<file path="src/rtl/emcu_ahb_initiator.sv">
// Single-beat AHB-Lite initiator for the EMCU INITEXP0 port: one request in, one NONSEQ SINGLE out.
// Optional data-phase wait-state timeout is enabled by defining EMCU_AHB_INIT_TIMEOUT_EN.
module emcu_ahb_initiator #(
    parameter int unsigned TIMEOUT_CYCLES = 1024
) (
    input  logic        clk,
    input  logic        rst_i,
    input  logic        req_valid,
    output logic        req_ready,
    input  logic        req_write,
    input  logic [31:0] req_addr,
    input  logic [1:0]  req_size,
    input  logic [31:0] req_wdata,
    output logic        rsp_valid,
    output logic [31:0] rsp_rdata,
    output logic        rsp_err,
    output logic        hsel,
    output logic [31:0] haddr,
    output logic [1:0]  htrans,
    output logic        hwrite,
    output logic [2:0]  hsize,
    output logic [2:0]  hburst,
    output logic [3:0]  hprot,
    output logic [31:0] hwdata,
    input  logic [31:0] hrdata,
    input  logic        hready,
    input  logic        hresp
);

    typedef enum logic [1:0] {
        ST_IDLE = 2'd0,
        ST_ADDR = 2'd1,
        ST_DATA = 2'd2,
        ST_RESP = 2'd3
    } state_t;

    localparam logic [1:0] HTRANS_IDLE   = 2'b00;
    localparam logic [1:0] HTRANS_NONSEQ = 2'b10;

    if (TIMEOUT_CYCLES < 1 || TIMEOUT_CYCLES > 65535) begin : g_timeout_range_check
        $error("TIMEOUT_CYCLES must be in 1..65535");
    end

    state_t      state_q, state_d;
    logic        hsel_q, hsel_d;
    logic [1:0]  htrans_q, htrans_d;
    logic [31:0] haddr_q, haddr_d;
    logic        hwrite_q, hwrite_d;
    logic [1:0]  size_q, size_d;
    logic [31:0] wdata_q, wdata_d;
    logic [31:0] hwdata_q, hwdata_d;
    logic        err_q, err_d;
    logic        rsp_valid_q, rsp_valid_d;
    logic        rsp_err_q, rsp_err_d;
    logic [31:0] rsp_rdata_q, rsp_rdata_d;
`ifdef EMCU_AHB_INIT_TIMEOUT_EN
    logic [15:0] cnt_q, cnt_d;
`endif

    logic        req_illegal;
    logic [31:0] wdata_lanes;
    logic [31:0] rd_byte_shift;
    logic [31:0] rd_half_shift;
    logic [31:0] rd_steered;

    assign req_illegal = (req_size == 2'b11) ||
                         (req_size == 2'b01 && req_addr[0]) ||
                         (req_size == 2'b10 && req_addr[1:0] != 2'b00);

    always_comb begin
        case (size_q)
            2'b00:   wdata_lanes = {4{wdata_q[7:0]}};
            2'b01:   wdata_lanes = {2{wdata_q[15:0]}};
            default: wdata_lanes = wdata_q;
        endcase
    end

    // The slave places each lane at its natural byte position; shift it down to bit 0.
    assign rd_byte_shift = hrdata >> {haddr_q[1:0], 3'b000};
    assign rd_half_shift = hrdata >> {haddr_q[1], 4'b0000};

    always_comb begin
        case (size_q)
            2'b00:   rd_steered = {24'd0, rd_byte_shift[7:0]};
            2'b01:   rd_steered = {16'd0, rd_half_shift[15:0]};
            default: rd_steered = hrdata;
        endcase
    end

    always_comb begin
        state_d     = state_q;
        hsel_d      = hsel_q;
        htrans_d    = htrans_q;
        haddr_d     = haddr_q;
        hwrite_d    = hwrite_q;
        size_d      = size_q;
        wdata_d     = wdata_q;
        hwdata_d    = hwdata_q;
        err_d       = err_q;
        rsp_valid_d = 1'b0;
        rsp_err_d   = 1'b0;
        rsp_rdata_d = 32'd0;
`ifdef EMCU_AHB_INIT_TIMEOUT_EN
        cnt_d       = cnt_q;
`endif
        case (state_q)
            ST_IDLE: begin
                if (req_valid) begin
                    if (req_illegal) begin
                        state_d     = ST_RESP;
                        rsp_valid_d = 1'b1;
                        rsp_err_d   = 1'b1;
                    end else begin
                        state_d  = ST_ADDR;
                        hsel_d   = 1'b1;
                        htrans_d = HTRANS_NONSEQ;
                        haddr_d  = req_addr;
                        hwrite_d = req_write;
                        size_d   = req_size;
                        wdata_d  = req_wdata;
                    end
                end
            end
            ST_ADDR: begin
                if (hready) begin
                    state_d  = ST_DATA;
                    hsel_d   = 1'b0;
                    htrans_d = HTRANS_IDLE;
                    hwdata_d = wdata_lanes;
                    err_d    = 1'b0;
`ifdef EMCU_AHB_INIT_TIMEOUT_EN
                    cnt_d    = 16'd0;
`endif
                end
            end
            ST_DATA: begin
                if (hresp) begin
                    err_d = 1'b1;
                end
                if (hready) begin
                    state_d     = ST_RESP;
                    rsp_valid_d = 1'b1;
                    rsp_err_d   = err_q | hresp;
                    rsp_rdata_d = (err_q || hresp || hwrite_q) ? 32'd0 : rd_steered;
                end
`ifdef EMCU_AHB_INIT_TIMEOUT_EN
                else if (cnt_q == 16'(TIMEOUT_CYCLES - 1)) begin
                    state_d     = ST_RESP;
                    rsp_valid_d = 1'b1;
                    rsp_err_d   = 1'b1;
                end else begin
                    cnt_d = cnt_q + 16'd1;
                end
`endif
            end
            default: begin
                state_d = ST_IDLE;
                err_d   = 1'b0;
            end
        endcase
    end

    always_ff @(posedge clk) begin
        if (rst_i) begin
            state_q     <= ST_IDLE;
            hsel_q      <= 1'b0;
            htrans_q    <= HTRANS_IDLE;
            haddr_q     <= 32'd0;
            hwrite_q    <= 1'b0;
            size_q      <= 2'b00;
            wdata_q     <= 32'd0;
            hwdata_q    <= 32'd0;
            err_q       <= 1'b0;
            rsp_valid_q <= 1'b0;
            rsp_err_q   <= 1'b0;
            rsp_rdata_q <= 32'd0;
`ifdef EMCU_AHB_INIT_TIMEOUT_EN
            cnt_q       <= 16'd0;
`endif
        end else begin
            state_q     <= state_d;
            hsel_q      <= hsel_d;
            htrans_q    <= htrans_d;
            haddr_q     <= haddr_d;
            hwrite_q    <= hwrite_d;
            size_q      <= size_d;
            wdata_q     <= wdata_d;
            hwdata_q    <= hwdata_d;
            err_q       <= err_d;
            rsp_valid_q <= rsp_valid_d;
            rsp_err_q   <= rsp_err_d;
            rsp_rdata_q <= rsp_rdata_d;
`ifdef EMCU_AHB_INIT_TIMEOUT_EN
            cnt_q       <= cnt_d;
`endif
        end
    end

    assign req_ready = (state_q == ST_IDLE);
    assign rsp_valid = rsp_valid_q;
    assign rsp_err   = rsp_err_q;
    assign rsp_rdata = rsp_rdata_q;
    assign hsel      = hsel_q;
    assign htrans    = htrans_q;
    assign haddr     = haddr_q;
    assign hwrite    = hwrite_q;
    assign hsize     = {1'b0, size_q};
    assign hburst    = 3'b000;
    assign hprot     = 4'b0011;
    assign hwdata    = hwdata_q;

endmodule

</file>
<file path="config.mk">
export PLATFORM = sky130hd
export DESIGN_NAME = emcu_ahb_initiator
export DESIGN_NICKNAME = d
export VERILOG_FILES = /design/src/rtl/emcu_ahb_initiator.sv
export SDC_FILE = /design/constraint.sdc
export NUM_CORES = 1
export LEC_CHECK = 0
export CORE_UTILIZATION = 43
export DETAILED_ROUTE_END_ITERATION = 10
export GPL_TIMING_DRIVEN = 0
export PLACE_DENSITY = 0.82
export SKIP_CTS_REPAIR_TIMING = 1
export SLEW_MARGIN = 20
export SYNTH_ARGS = -nofsm -noshare
export SYNTH_HDL_FRONTEND = slang
export SYNTH_SLANG_ARGS = --single-unit
export TNS_END_PERCENT = 10
</file>
<file path="constraint.sdc">
create_clock -name clk -period 2.2 [get_ports clk]
set_input_delay 0.33 -clock clk [delete_from_list [all_inputs] [get_ports clk]]
set_output_delay 0.33 -clock clk [all_outputs]
set_load 0.01 [all_outputs]
</file>
### After elaboration in Yosys (flattened, before gate mapping)

Index checks and enable logic that the tools add are counted.

* eq/ne operators: 11
* shifts and indexed selects: 2
* mux-type cells: 23
* bitwise gates (word level): 5
* reduce and logical (&&, ||, !) cells: 16

Operators by type and width (number)
* $pmux 32 s2: 2
* $shr 32x5->16: 1
* $shr 32x5->8: 1
* $mux 2: 7
* $ne 2x2->1 const B: 5
* $reduce_and 3->1: 3
* $mux 1: 8
* $eq 2x1->1 const B: 3
* $eq 2x2->1 const B: 3
* $pmux 1 s2: 3
* $pmux 2 s3: 1
* $logic_not 2->1: 2
* $logic_or 1x1->1: 4
* $not 1->1: 4
* $pmux 2 s2: 1
* $reduce_and 4->1: 1
* $reduce_bool 2->1: 2
* $reduce_or 4->1: 1
* $pmux 1 s3: 1
* $logic_and 1x1->1: 2
* $reduce_and 2->1: 1
* $or 1x1->1: 1

* flip-flop bits (word level): 139
* bits of input ports: 104
* output and inout bits: 113
* logic and storage cells: 69

### Longest topological paths before layout

Gate-level depths: netlist (run 1).

* word-level depth: 7
* depth in mapped cells: 9

### Least setup slack after synthesis (run 1)

OpenSTA, ideal clock, no wires.

* path kind: reg-to-reg
* start: register state_q[0]
* end: register haddr_q[21], in the netlist haddr[21]
* library setup time: 0.132 ns
* arrival time: 1.475 ns
* data required time: 2.068 ns
* slack: 0.592 ns
* stages on the path, launching flop included: 10
* path buffers: 3
* period minus slack after synthesis: 1.608 ns
* path through: dfxtp_1 inv_1 ha_1 nand2_1 and3b_1 buf_2 buf_4 buf_4 nand2_1 a21oi_1

* word-level cells in the longest chain between the ends: 2

Ends and longest elaborated chain
* from (decl): RTL line 44 `state_t state_q, state_d;`
* from (signal assigned): RTL line 181 `state_q <= state_d;`
* $logic_not 2->1
* via req_ready: RTL line 9 `output logic req_ready,`
* $reduce_and 3->1 (no line)
* to (signal assigned): RTL line 184 `haddr_q <= haddr_d;`
* to (decl): RTL line 47 `logic [31:0] haddr_q, haddr_d;`

The timed path passes the listed nets, and every way through them passes these cells.
A chain may end at the register's enable or synchronous reset.

### Worst setup path after layout (run 1)

* start: register state_q[0]
* end: output port req_ready

* word-level cells in the longest chain between the ends: 1

Ends and longest elaborated chain
* $logic_not 2->1: RTL line 199 `assign req_ready = (state_q == ST_IDLE);`
* to (decl): RTL line 9

Every way passes these cells.

==> flow_summary.yaml, run 1 <==
clock_tree:
  cts_tree: "yes"
  cts_sinks: 137
  ctsHtreeMaxLevel: 4
  cts_root_buf: "clkbuf_16"
  cts_buffers: 17
  clock_latency_ns: 0.42
  cts.path.max_buffers: 2
  path_clk_slew_ns: 0.06
placed_design:
  place_congestion: 0.845
  hpwl_um: 12300
  place_inst: 1048
  placed_cell_area_mm2: 0.00775
  port_buffers: 206
final_layout:
  fin_nets: 1007
  num_antenna_cells: 0
  stdcell_count: 1080
  drive_gt1_share_pct: 7.57
  syn_to_final_growth_pct: 53.3
  finalInstanceArea_mm2: 0.00835
critical_path:
  cpLargestDelayFamily: "buffers and inverters"
  cp_cell_sequence: "inv_1 > ha_1 > clkdlybuf4s50_1"
  cp-start-kind: "register"
  worstPathArrival_ns: 1.78
  endpoint_kind: "primary output"
  path_class: "register to primary output"
  r2r_slack_ns: 0.29
  path_max_fanout: 7
  max_stage_delay_ns: 0.61
  cp.required_ns: 1.87
  crit_buf_inv: 2
  cpMaxStageDelayCell: "clkdlybuf4s50_1"
yosys:
  synthTopCellsByArea: "dfxtp_1 (50%), nand2_1 (13%), a21oi_1 (8.7%), mux2i_1 (2.9%), nor2_1 (2.8%)"
  yosysTopAreaCell: "dfxtp_1"
  synth-edff-count: 0
  yosysUniqueCellTypes: 38
  ys_top_cells_by_count: "nand2_1 (191), dfxtp_1 (137), a21oi_1 (95)"
  synth_top_area_share_pct: 50.3
  synthCells: 667
  async_flop_share_pct: 0
  ys_seq_area_share_pct: 50.3
  ys_ff_latch: 137
  netlist_area_mm2: 0.00545
  yosysWarnings: 0
  synthFlopType: "dfxtp_1"
  yosysMostFrequentCell: "nand2_1"
  avgSynthCellArea_um2: 8.17
detailed_routing:
  drt-initial-drc-count: 323
  drc: 0
  avgRoutedWirePerCell_um: 15.3
  wl_um: 16600
  dr.pass1.iters: 5
  ant_nets: 0
  routed_via_density: 5.02
  num_vias: 5419
die:
  die_w_um: 115
  die_h_um: 115
  io_pins: 217
  dieArea_mm2: 0.0131
  start_util_pct: 44.8
  core_area_mm2: 0.0122
  rows: 40
global_routing:
  grt_pass1_wl_um: 26200
  grt_pass1_vias: 5247
  grt.total_usage_pct: 26.0
  gr-total-overflow: 0
  grt_max_degree: 17
  antenna_found_initial: 0
outcome:
  status: "complete, no violations"
timing:
  finClkSkew_ns: 0.00518
  report.final.hold_viol_count: 0
  slew_violations: 0
  worst_slew_pin_slew_ns: 0.608
  rsz0062_at_grt: "false"
  max-slew-margin-rel_pct: 59.3
  fmax_mhz: 473
  min_period_ns: 2.11
  setup_tns_ns: 0
  finalCritPeriodShare_pct: 96.1
  finalSetupViolCount: 0
job:
  max-cap-violations: 0
pwr:
  p_leak_nw: 3.04
  peakVddDrop_mv: 0.509
  power_density_mw_per_mm2: 881
worst_hold_path:
  hold_path_class: "register to register"
[flip-flops by register name, indices dropped and copies added (netlist names)]
register / count
haddr: 32
wdata_q: 32
rsp_rdata: 32
size_q: 2
rsp_err: 1
err_q: 1
rsp_valid: 1
hwrite: 1
state_q: 2
htrans: 1
hwdata: 32
[path summary, 6_finish.rpt]
check | from | endpoint | cells after the start
setup / recovery | state_q[0] | req_ready | 3
hold / removal | haddr[28] | haddr[28] | 2
setup reg to reg | state_q[0] | haddr[22] | 9
hold reg to reg | haddr[28] | haddr[28] | 2
[cells in the final DEF (no fill, tap or decap), types with 12 or more instances in the layout]
master / count
clkdlybuf4s50_1: 206
nand2_1: 191
dfxtp_1: 137
a21oi_1: 95
nor2_1: 41
clkbuf_1: 29
buf_2: 17
clkbuf_16: 17
mux2i_1: 16
o21ai_0: 16
and3_1: 16
nor2b_1: 16
buf_4: 15
a211oi_1: 12
[stage by stage]
step | power (mW) | hold slack, ns | worst slack [ns] | utilization (%)
after floorplan | 3.74 | 0.436 | 0.592 | -
after global placement | 4.49 | 0.441 | 0.178 | 63.7
after detailed placement | 4.52 | 0.446 | 0.109 | 63.7
after CTS | 7.39 | 0.447 | 0.0989 | 68.7
after global routing | 7.69 | 0.460 | 0.0146 | 68.7
final | 7.36 | 0.451 | 0.0852 | 68.7
[report_power, final]
part / switching, mW / internal (mW)
clock: 1.05 / 1.83
sequential: 0.153 / 2.70
combinational: 0.838 / 0.784
[area by class of cell]
cell class | count | area, µm²
clock buffers | 19 | 453
inverters | 4 | 15.0
repair buffers | 206 | 2060
clock inverters | 13 | 151
well taps | 168 | 210
plain buffers | 61 | 307
flip-flops and latches | 137 | 2740
multi-input cells | 472 | 2410
fillers | 1016 | 3810
[per-layer routing]
metal	up-vias	track usage, %	part of all wire, %
met5	-	0	0
met1	2503	31.3	42
met3	23	6.51	7.8
met4	0	10.1	1.9
li1	2688	-	-
met2	205	44.5	49
[logic make-up (layout without fill, tap and decap cells)]
family / after synthesis / after routing / synth area share (%)
compound gates: 162 / 162 / 17.9
fa+ha+maj: 4 / 4 / 0.919
buf+inv: 65 / 303 / 5.90
flops: 137 / 137 / 50.3
mux: 19 / 19 / 3.56
other cells: 2 / 9 / 0.138
simple gates: 278 / 278 / 21.2
[worst register-to-register path: stages (launching register included)]
cell and delay (ns):
dfxtp_1 0.34, inv_1 0.11, ha_1 0.32, nand2_1 0.11
and3b_1 0.22, buf_2 0.13, buf_4 0.21, buf_4 0.20
nand2_1 0.08, a21oi_1 0.13
Note: power is estimated with default switching activity, not from simulation.
==> run 2, diff against run 1 <==
--- a/config.mk
+++ b/config.mk
@@ -8,7 +8,7 @@
 export CORE_UTILIZATION = 43
 export DETAILED_ROUTE_END_ITERATION = 10
 export GPL_TIMING_DRIVEN = 0
-export PLACE_DENSITY = 0.82
+export PLACE_DENSITY = 0.81
 export SKIP_CTS_REPAIR_TIMING = 1
 export SLEW_MARGIN = 20
 export SYNTH_ARGS = -nofsm -noshare
==> constraint.sdc (replaced) <==
create_clock -name clk -period 2.3 [get_ports clk]
set_input_delay 0.345 -clock clk [delete_from_list [all_inputs] [get_ports clk]]
set_output_delay 0.345 -clock clk [all_outputs]
set_load 0.01 [all_outputs]
==> run 2 against run 1 <==
Against the previous run: wire length shrank 0.33%; die area is the same; non-clock buffer count is the same; hold slack is essentially flat; flip-flop and latch count is the same; register-to-register slack gained 0.14 ns; combinational power shrank 4%; critical path depth is the same; critical path type unchanged.
==> flow_summary.yaml, run 2 (synthesis results as in run 1) <==
worst_hold_path:
  hold_path_class: "register to register"
  hold_path.startpoint: "haddr[6]"
  min_path_cells: 2
  whs_endpoint: "haddr[6]"
clock_tree:
  path_clk_slew_ns: 0.06
  ctsHtreeMaxLevel: 4
  clock_latency_ns: 0.42
  cts.path.max_buffers: 2
  cts_sinks: 137
  cts_buffers: 17
  cts_tree: "yes"
  cts_root_buf: "clkbuf_16"
global_routing:
  grt_max_degree: 17
  grt_pass1_wl_um: 25900
  grt.total_usage_pct: 26.0
  use_met1_pct: 30.8
  gr-total-overflow: 0
  grt_use_met3_pct: 7.36
  use_met2_pct: 44.4
  grt_pass1_vias: 5159
  antenna_found_initial: 0
  grt.busiest_layer: "met2"
pwr:
  peakVddDrop_mv: 0.573
  power_density_mw_per_mm2: 857
  combPwrFrac_pct: 21.6
  clockPowerShare_pct: 40.4
  seqPwrFrac_pct: 38.0
  switching_share_pct: 27.8
  p_switching_mw: 2.00
  p_int_mw: 5.18
  p_leak_nw: 3.05
  total_power_mw: 7.18
critical_path:
  r2r_slack_ns: 0.43
  cp.required_ns: 1.96
  path_max_fanout: 7
  critPathLaunch: "state_q[0]"
  worstPathArrival_ns: 1.77
  cp-start-kind: "register"
  r2r_end: "wdata_q[13]"
  endpoint_kind: "primary output"
  reg2reg_from: "state_q[0]"
  reg2reg_depth: 9
  path_class: "register to primary output"
detailed_routing:
  dr.pass1.iters: 4
  drc: 0
  wl_um: 16500
  routed_via_density: 5.03
  avgRoutedWirePerCell_um: 15.3
  num_vias: 5430
  ant_nets: 0
  drt-initial-drc-count: 442
final_layout:
  layout_commonest_cell: "clkdlybuf4s50_1"
  fill_cells: 1017
  syn_to_final_growth_pct: 53.9
  fin_nets: 1007
  mostFrequentLayoutCells: "clkdlybuf4s50_1 (206), nand2_1 (191), dfxtp_1 (137)"
  num_antenna_cells: 0
  finalInstanceArea_mm2: 0.00838
  drive_gt1_share_pct: 7.57
timing:
  slew_violations: 0
  worst_slew_pin_slew_ns: 0.552
  fmax_mhz: 474
  finalSetupViolCount: 0
  finalCritPeriodShare_pct: 91.8
  report.final.hold_viol_count: 0
  finClkSkew_ns: 0.00658
  min_period_ns: 2.11
  setup_tns_ns: 0
  rsz0062_at_grt: "false"
  max-slew-margin-rel_pct: 63.2
die:
  start_util_pct: 44.8
  die_h_um: 115
  dieArea_mm2: 0.0131
  die_w_um: 115
  core_area_mm2: 0.0122
  io_pins: 217
  rows: 40
placed_design:
  place_congestion: 0.824
  port_buffers: 206
  placed_cell_area_mm2: 0.00775
  hpwl_um: 12100
outcome:
  status: "complete, no violations"
job:
  max-cap-violations: 0
-- run 2: cell types whose count changed in the layout (fill, tap and decap cells not counted) --
cell / delta
clkinv_4: +3
clkinv_2: -4
bufinv_16: +1
inv_6: +1
clkbuf_8: -1
-- run 2: how the worst max path moves through the flow --
stage	endpoint	slack, ns	cells past startpoint
finish	req_ready	0.19	3
global route	req_ready	0.11	3
CTS	req_ready	0.20	3
detailed placement	rsp_rdata[14]	0.19	5
global placement	haddr[21]	0.25	7
floorplan	haddr[21]	0.69	9
-- run 2: area by class of cell --
type	count	area, µm²	share of cell area, %
Tap cell	168	210	2.51
Timing Repair Buffer	206	2060	24.6
Clock inverter	14	196	2.34
Clock buffer	18	439	5.24
Multi-Input combinational cell	472	2410	28.8
Inverter	4	15.0	0.179
Buffer	61	307	3.66
Sequential cell	137	2740	32.7
-- run 2: per-stage QoR --
| stage | setup slack, ns | instances | util, % | hold WS, ns |
|---|---|---|---|---|
| 2_1_floorplan | 0.692 | 674 | - | 0.436 |
| 3_3_place_gp | 0.253 | 1048 | 63.7 | 0.440 |
| 3_5_place_dp | 0.190 | 1048 | 63.7 | 0.446 |
| 4_1_cts | 0.197 | 1080 | 68.9 | 0.453 |
| 5_1_grt | 0.110 | 1080 | 68.9 | 0.465 |
| 6_report | 0.188 | 1080 | 68.9 | 0.451 |
-- run 2: layer usage --
layer / up-vias / part of all wire, %
li1: 2691 / -
met1: 2502 / 42
met2: 209 / 48
met3: 28 / 7.7
met4: 0 / 2.2
met5: - / 0
-- run 2: worst max-delay path, stage by stage, from the launching register on --
cell             delay [ns]
dfxtp_1                0.33
inv_1                  0.11
ha_1                   0.31
clkdlybuf4s50_1        0.61
-- run 2: power groups by stage --
stage	logic, mW	registers [mW]	clock network [mW]
2_1_floorplan	0.767	2.81	0
3_3_place_gp	1.52	2.77	0
3_5_place_dp	1.54	2.78	0
4_1_cts	1.55	2.73	2.93
5_1_grt	1.70	2.76	3.05
6_report	1.55	2.73	2.90
==> run 3, diff against run 2 <==
--- a/config.mk
+++ b/config.mk
@@ -5,12 +5,14 @@
 export SDC_FILE = /design/constraint.sdc
 export NUM_CORES = 1
 export LEC_CHECK = 0
-export CORE_UTILIZATION = 43
+export ABC_AREA = 0
+export CELL_PAD_IN_SITES_DETAIL_PLACEMENT = 1
+export CELL_PAD_IN_SITES_GLOBAL_PLACEMENT = 1
+export CORE_UTILIZATION = 31
 export DETAILED_ROUTE_END_ITERATION = 10
 export GPL_TIMING_DRIVEN = 0
 export PLACE_DENSITY = 0.81
 export SKIP_CTS_REPAIR_TIMING = 1
-export SLEW_MARGIN = 20
 export SYNTH_ARGS = -nofsm -noshare
 export SYNTH_HDL_FRONTEND = slang
 export SYNTH_SLANG_ARGS = --single-unit
==> run 3 against run 2 <==
Against the previous run: flip-flop and latch count unchanged; design area increased by 0.61%; global-route usage decreased by 4.5 points; first-iteration DRC count decreased by 33%; core utilization decreased by 20 points; clock-buffer cell count increased by 4; sequential power about the same; die area increased by 38%.
==> flow_summary.yaml, run 3 (synthesis results as in run 1) <==
outcome:
  status: "complete, no violations"
clock_tree:
  cts_sinks: 137
  path_clk_slew_ns: 0.06
  cts_root_buf: "clkbuf_16"
  cts_tree: "yes"
  cts.path.max_buffers: 2
  clock_latency_ns: 0.42
  cts_buffers: 17
  ctsHtreeMaxLevel: 4
final_layout:
  stdcell_count: 1137
  num_antenna_cells: 0
  fin_nets: 1007
  syn_to_final_growth_pct: 54.8
  multiInputGateArea_mm2: 0.00241
  fill_cells: 2062
  drive_gt1_share_pct: 7.35
  mostFrequentLayoutCells: "clkdlybuf4s50_1 (206), nand2_1 (191), dfxtp_1 (137)"
  layout_commonest_cell: "clkdlybuf4s50_1"
  seq_area_mm2: 0.00274
critical_path:
  reg2reg_depth: 9
  cp.required_ns: 1.96
  worstPathArrival_ns: 1.78
  max_stage_delay_ns: 0.61
  r2r_slack_ns: 0.38
  cpMaxStageDelayCell: "clkdlybuf4s50_1"
  reg2reg_from: "state_q[0]"
  r2r_end: "haddr[25]"
  path_class: "register to primary output"
  cp_cell_sequence: "inv_1 > ha_1 > clkdlybuf4s50_1"
  endpoint_kind: "primary output"
  cp-start-kind: "register"
  path_max_fanout: 7
timing:
  max-slew-margin-rel_pct: 61.2
  worst_slew_pin_slew_ns: 0.582
  fmax_mhz: 471
  setup_tns_ns: 0
  min_period_ns: 2.12
  slew_violations: 0
  report.final.hold_viol_count: 0
  rsz0062_at_grt: "false"
  finalCritPeriodShare_pct: 92.3
  finalSetupViolCount: 0
  whs_ns: 0.454
  finClkSkew_ns: 0.00645
pwr:
  peakVddDrop_mv: 0.556
  p_leak_nw: 3.04
  clockPowerShare_pct: 39.6
  seqPwrFrac_pct: 38.3
  p_int_mw: 5.13
  combPwrFrac_pct: 22.1
  switching_share_pct: 28.2
  power_density_mw_per_mm2: 847
  p_switching_mw: 2.01
placed_design:
  place_inst: 1105
  place_congestion: 0.796
  hpwl_um: 14300
  port_buffers: 206
die:
  core_area_mm2: 0.0172
  start_util_pct: 31.6
  die_h_um: 135
  io_pins: 217
  rows: 48
  dieArea_mm2: 0.0181
  die_w_um: 135
detailed_routing:
  ant_nets: 0
  avgRoutedWirePerCell_um: 16.6
  drc: 0
  routed_via_density: 4.84
  wl_um: 18900
  num_vias: 5508
  drt-initial-drc-count: 298
  dr.pass1.iters: 4
global_routing:
  grt_pass1_wl_um: 29600
  antenna_found_initial: 1
  grt.total_usage_pct: 21.5
  grt_max_degree: 17
  gr-total-overflow: 0
  grt_pass1_vias: 5500
worst_hold_path:
  hold_path_class: "register to register"
  min_path_cells: 2
  hold_path.startpoint: "haddr[14]"
  whs_endpoint: "haddr[14]"
job:
  max-cap-violations: 0
==> run 3: changes by cell type in the layout (fill, tap and decap cells not counted), sizes merged <==
cell,before,now
bufinv,4,3
clkbuf,47,51
clkinv,6,4
clkinvlp,3,2
==> run 3: worst max-delay path, delay by kind of cell (launching register included) <==
kind	cells	cell delay (ns)
adders and majority gates	1	0.31
buffers and inverters	2	0.72
DFF	1	0.33
==> run 3: per-layer routing <==
layer	vias up	global-route usage, %	wire [µm]
li1	2693	-	-
met1	2609	26.0	7910
met2	179	36.2	9230
met3	25	5.97	1310
met4	2	8.36	401
met5	-	0	16
==> run 3: power groups by stage <==
stage / logic (mW) / registers (mW) / clock network (mW)
after floorplan: 0.767 / 2.81 / 0
after global placement: 1.55 / 2.78 / 0
after detailed placement: 1.59 / 2.79 / 0
after CTS: 1.60 / 2.74 / 2.89
after global routing: 1.75 / 2.76 / 2.99
final: 1.58 / 2.73 / 2.83
==> run 3: final cells by class <==
cell class / instances / area share (%)
Sequential cell: 137 / 32.5
Multi-Input combinational cell: 472 / 28.6
Timing Repair Buffer: 206 / 24.5
Clock buffer: 22 / 5.62
Buffer: 61 / 3.64
Tap cell: 225 / 3.34
Clock inverter: 10 / 1.68
Inverter: 4 / 0.178
==> run 3: per-stage QoR <==
| stage | total power, mW | util [%] | cell area [µm²] | worst slack [ns] |
|---|---|---|---|---|
| finish | 7.14 | 48.9 | 8430 | 0.177 |
| global route | 7.50 | 48.9 | 8430 | 0.0569 |
| CTS | 7.22 | 48.9 | 8430 | 0.146 |
| detailed placement | 4.37 | 45.4 | 7820 | 0.152 |
| global placement | 4.33 | 45.4 | 7820 | 0.176 |
| floorplan | 3.58 | - | 5470 | 0.692 |
==> run 3: worst max path at each step <==
stage                startpoint          to  slack (ns)  depth (start not counted)
floorplan            state_q[0]   haddr[21]        0.69                          9
global placement    req_addr[0]  wdata_q[9]        0.18                          8
detailed placement  req_addr[0]   haddr[25]        0.15                          7
CTS                  state_q[0]   req_ready        0.15                          3
global route         state_q[0]   req_ready        0.06                          3
finish               state_q[0]   req_ready        0.18                          3
